<file path="src/rtl/alu_share_arbiter.sv">
// Round-robin arbiter that sequences two requesters through one shared ALU.
// Each port has its own response register lane; the ALU operands are registered at accept.

module alu_share_rsp_lane #(
    parameter int WIDTH = 32
) (
    input  logic             clk,
    input  logic             rst,
    input  logic             load,
    input  logic [WIDTH-1:0] alu_result,
    input  logic             alu_z,
    input  logic             rsp_ready,
    output logic             rsp_valid,
    output logic [WIDTH-1:0] rsp_result,
    output logic             rsp_z
);
    always_ff @(posedge clk) begin
        if (rst) begin
            rsp_valid  <= 1'b0;
            rsp_result <= '0;
            rsp_z      <= 1'b0;
        end else if (load) begin
            rsp_valid  <= 1'b1;
            rsp_result <= alu_result;
            rsp_z      <= alu_z;
        end else if (rsp_valid && rsp_ready) begin
            rsp_valid  <= 1'b0;
        end
    end
endmodule

module alu_share_arbiter #(
    parameter int WIDTH  = 32,
    parameter int CTRL_W = 4
) (
    input  logic              clk,
    input  logic              rst,
    input  logic              req0_valid,
    output logic              req0_ready,
    input  logic [WIDTH-1:0]  req0_a,
    input  logic [WIDTH-1:0]  req0_b,
    input  logic [CTRL_W-1:0] req0_ctrl,
    input  logic              req1_valid,
    output logic              req1_ready,
    input  logic [WIDTH-1:0]  req1_a,
    input  logic [WIDTH-1:0]  req1_b,
    input  logic [CTRL_W-1:0] req1_ctrl,
    output logic              rsp0_valid,
    input  logic              rsp0_ready,
    output logic [WIDTH-1:0]  rsp0_result,
    output logic              rsp0_z,
    output logic              rsp1_valid,
    input  logic              rsp1_ready,
    output logic [WIDTH-1:0]  rsp1_result,
    output logic              rsp1_z,
    output logic [WIDTH-1:0]  alu_a,
    output logic [WIDTH-1:0]  alu_b,
    output logic [CTRL_W-1:0] alu_ctrl,
    input  logic [WIDTH-1:0]  alu_result,
    input  logic              alu_z,
    output logic              busy
);
    typedef enum logic [1:0] {IDLE, EXEC, RESP} state_t;

    state_t                        state;
    logic                          g, rr_ptr, grant;
    logic [1:0]                    req_valid, req_ready, rsp_valid, rsp_ready, rsp_z;
    logic [1:0][WIDTH-1:0]         req_a, req_b, rsp_result;
    logic [1:0][CTRL_W-1:0]        req_ctrl;

    assign req_valid = {req1_valid, req0_valid};
    assign req_a     = {req1_a, req0_a};
    assign req_b     = {req1_b, req0_b};
    assign req_ctrl  = {req1_ctrl, req0_ctrl};
    assign rsp_ready = {rsp1_ready, rsp0_ready};

    // A lone requester wins outright; rr_ptr only breaks ties.
    always_comb begin
        grant = rr_ptr;
        if (req_valid == 2'b01)      grant = 1'b0;
        else if (req_valid == 2'b10) grant = 1'b1;
    end

    always_ff @(posedge clk) begin
        if (rst) begin
            state    <= IDLE;
            g        <= 1'b0;
            rr_ptr   <= 1'b0;
            alu_a    <= '0;
            alu_b    <= '0;
            alu_ctrl <= '0;
        end else begin
            case (state)
                IDLE: if (|req_valid) begin
                    g        <= grant;
                    alu_a    <= req_a[grant];
                    alu_b    <= req_b[grant];
                    alu_ctrl <= req_ctrl[grant];
                    state    <= EXEC;
                end
                EXEC: state <= RESP;
                RESP: if (rsp_valid[g] && rsp_ready[g]) begin
                    rr_ptr <= ~g;
                    state  <= IDLE;
                end
                default: state <= IDLE;
            endcase
        end
    end

    for (genvar i = 0; i < 2; i++) begin : g_lane
        assign req_ready[i] = (state == IDLE) && req_valid[i] && (grant == 1'(i));

        alu_share_rsp_lane #(.WIDTH(WIDTH)) u_lane (
            .clk       (clk),
            .rst       (rst),
            .load      ((state == EXEC) && (g == 1'(i))),
            .alu_result(alu_result),
            .alu_z     (alu_z),
            .rsp_ready (rsp_ready[i]),
            .rsp_valid (rsp_valid[i]),
            .rsp_result(rsp_result[i]),
            .rsp_z     (rsp_z[i])
        );
    end

    assign req0_ready  = req_ready[0];
    assign req1_ready  = req_ready[1];
    assign rsp0_valid  = rsp_valid[0];
    assign rsp1_valid  = rsp_valid[1];
    assign rsp0_result = rsp_result[0];
    assign rsp1_result = rsp_result[1];
    assign rsp0_z      = rsp_z[0];
    assign rsp1_z      = rsp_z[1];
    assign busy        = (state != IDLE);
endmodule

</file>
<file path="config.mk">
export PLATFORM = sky130hd
export DESIGN_NAME = alu_share_arbiter
export DESIGN_NICKNAME = d
export VERILOG_FILES = /design/src/rtl/alu_share_arbiter.sv
export SDC_FILE = /design/constraint.sdc
export NUM_CORES = 1
export LEC_CHECK = 0
export BUFFER_PORTS_ARGS = -buffer_cell sky130_fd_sc_hd__buf_2
export CORE_AREA = 2 2 121 123
export DETAILED_ROUTE_END_ITERATION = 12
export DIE_AREA = 0 0 123 125
export GPL_TIMING_DRIVEN = 0
export PLACE_DENSITY = 0.83
export SLEW_MARGIN = 30
export SYNTH_ARGS = -nofsm -noshare
export SYNTH_HDL_FRONTEND = slang
export SYNTH_SLANG_ARGS = --single-unit
</file>
<file path="constraint.sdc">
create_clock -name clk -period 3.4 [get_ports clk]
set_input_delay 0.17 -clock clk [delete_from_list [all_inputs] [get_ports clk]]
set_output_delay 0.17 -clock clk [all_outputs]
set_load 0.005 [all_outputs]
</file>
==> impl_metrics.csv <==
group,metric,value,unit
grt,grt_overflow,0,
routing,routedWlPerCell,18.4,µm
routing,dr.pass1.iters,5,
worst_setup_path,worstPathMaxFanout,10,
cts,cts_root_buf,"clkbuf_16",
timing,slew_violations,0,
floorplan,start_util,46.1,%
floorplan,die_h,125,µm
floorplan,pin_count,314,
worst_setup_path,cp.required,3230,ps
finish,nets,1263,
placement,hpwl,17.1,mm
cts,post_cts_buffers,0,
routing,drt-total-wl,23.6,mm
grt,grt_use_total,29.5,%
floorplan,rows,44,
synthesis,syn_avg_cell_area,8.88,µm²
synthesis,ys_ff_latch,140,
timing,setup_viol,0,
cts,clockBufferDepth,2,
routing,drc_errors,0,
synthesis,postSynth.asyncResetShare,0,%
placement,gp_congestion,0.878,
placement,io_buffers,312,
min_path,whs_path_depth,3,
pwr,p_per_area,507,nW/µm²
grt,grt_max_degree,17,
cts,cts_tree,"yes",
routing,drt_iter0_markers,482,
timing,fin_crit_sh,65.9,%
cts,cts_hold_buffers,19,
floorplan,dieArea,15400,µm²
finish,layout-drive-gt1-share,33.1,%
synthesis,synth_edf_count,0,
grt,antenna_found_initial,3,
placement,dp_slack,1400,ps
timing,period_needed,2240,ps
synthesis,ys_seq_area_share,42.8,%
cts,path_clk_slew,60,ps
timing,relSlewSlack,40.8,%
timing,worst_slack,1160,ps
cts,insertion_delay,420,ps
routing,detailroute.via_count,7450,
timing,max_freq,446,MHz
cts,cts_made_buffers,17,
worst_setup_path,r2r_slack,1390,ps
worst_setup_path,worst_setup_path_end_kind,"output pin",
synthesis,syn_area,6550,µm²
worst_setup_path,rr_endpoint,"g_lane[0].u_lane.rsp_result[26]",
cts,cts_resized,0,
min_path,hold_class,"primary input to flip-flop",
synthesis,synthFlopType,"dfxtp_1",
worst_setup_path,reg2reg_depth,5,
worst_setup_path,critPathLaunch,"rr_ptr",
flow_run,max_cap_viol_count,0,
worst_setup_path,cp-start-kind,"flip-flop",
routing,vias_per_cell,5.79,
synthesis,syn_nets,913,
worst_setup_path,worstSetupEndpoint,"req1_ready",
timing,fin_skew,6.92,ps
synthesis,yosysTopAreaCell,"dfxtp_1",
timing,fin_hold_ws,15.2,ps
synthesis,synth_top_area_share,42.8,%
routing,ant_nets,0,
worst_setup_path,r2r_start,"g",
timing,worst_pin_slew,886,ps
synthesis,yosys_warnings,0,
cts,htree_levels,4,
outcome,outcome,"finished, final reports clean",
finish,syn2layout_area_growth,40.0,%
floorplan,core_region_area,14200,µm²
synthesis,ys_top_cells_by_area,"dfxtp_1, a221o_1, a2111oi_0",
grt,grt_pass1_vias,7091,
timing,hold_viol,0,
pwr,ir_drop,0.316,mV
cts,cts_sinks,140,
floorplan,die_width,123,µm
timing,setup_tns,0,ps
worst_setup_path,path_class,"flip-flop to output pin",
worst_setup_path,cp_data_arrival_time,2070,ps
synthesis,syn_inst,738,
grt,grt_pass1_wl,36.1,mm
pwr,power.leakage,3.86,nW
synthesis,synth_cell_types,29,
timing,rsz0062_at_grt,"false",
per-layer routing:
layer / GRT usage, % / share of wire, % / vias up
met2: 49.9 / 49 / 399
met1: 34.1 / 38 / 3485
li1: - / - / 3498
met5: 0 / 0 / -
met3: 7.89 / 8.5 / 68
met4: 14.6 / 3.9 / 0
area by class of cell:
cell class              count  area (µm²)
clock buffers              18         439
inverters                   2        7.51
repair buffers            331        1750
multi-input cells         498        3310
fillers                  1219        5030
diodes                      3        7.51
clock inverters            13         190
well taps                 184         230
flip-flops and latches    140        2800
plain buffers              98         425
cells in the final DEF, fill, tap and decap left out, drive strengths merged, types with 2 or more instances in the layout:
cell type and n:
clkbuf 100, nor2 3, a221o 68, clkinv 6
diode 3, nand3b 2, dfxtp 140, a21oi 70
bufinv 4, a2111oi 68, nand2 132, or3b 2
inv 4, nand3 2, nand2b 72, nor4b 68
buf 328, dlygate4sd3 19
worst min-delay path by stage:
stage	from	end	slack, ps
finish	alu_result[2]	g_lane[0].u_lane.rsp_result[2]	20
global route	alu_result[8]	g_lane[1].u_lane.rsp_result[8]	10
CTS	alu_result[2]	g_lane[0].u_lane.rsp_result[2]	0.8
detailed placement	alu_result[9]	g_lane[1].u_lane.rsp_result[9]	430
global placement	alu_result[11]	g_lane[0].u_lane.rsp_result[11]	420
floorplan	alu_result[0]	g_lane[0].u_lane.rsp_result[0]	310
critical path, cell delays in order, from the launching register on:
cell and delay [ps]:
dfxtp_1 310, clkbuf_1 480, clkbuf_1 380, nand2b_1 170, and3_1 180, buf_2 140
through the flow:
stage | instances | total power, mW | instance area [µm²] | utilization [%]
2_1_floorplan | 738 | 2.28 | 6550 | -
3_3_place_gp | 1234 | 2.64 | 8340 | 58.7
3_5_place_dp | 1234 | 2.65 | 8340 | 58.7
4_1_cts | 1284 | 4.65 | 9160 | 64.5
5_1_grt | 1287 | 4.82 | 9170 | 64.6
6_report | 1287 | 4.65 | 9170 | 64.6
state kept, by name, indices dropped and copies added, names as in the netlist:
name	count
rr_ptr	1
g_lane.u_lane.rsp_z	2
g_lane.u_lane.rsp_result	64
state	2
alu_ctrl	4
g	1
g_lane.u_lane.rsp_valid	2
alu_b	32
alu_a	32
cells in the mapped netlist, types with 2 or more instances:
| master | instances |
|---|---|
| inv_2 | 2 |
| buf_6 | 6 |
| a221o_1 | 68 |
| nand2_1 | 132 |
| buf_2 | 7 |
| nor2_2 | 2 |
| buf_1 | 2 |
| a21oi_1 | 70 |
| clkbuf_1 | 82 |
| nand2b_1 | 72 |
| nand3b_1 | 2 |
| or3b_2 | 2 |
| nand3_1 | 2 |
| nor4b_1 | 68 |
| dfxtp_1 | 140 |
| a2111oi_0 | 68 |
power by group:
group	internal [mW]	total, mW	switching (mW)	leakage, nW
registers	1.76	1.83	0.0717	1.14
logic	0.361	0.818	0.457	2.41
clock network	1.25	1.99	0.744	0.307
cell families after synthesis:
family	Yosys count	synth area share, %
and+or+nand+nor	286	24.9
adders and majority gates	1	0.172
DFF	140	42.8
buffers and inverters	100	6.61
AOI/OAI and AO/OA	211	25.5
Power figures use the tool's default switching activity.
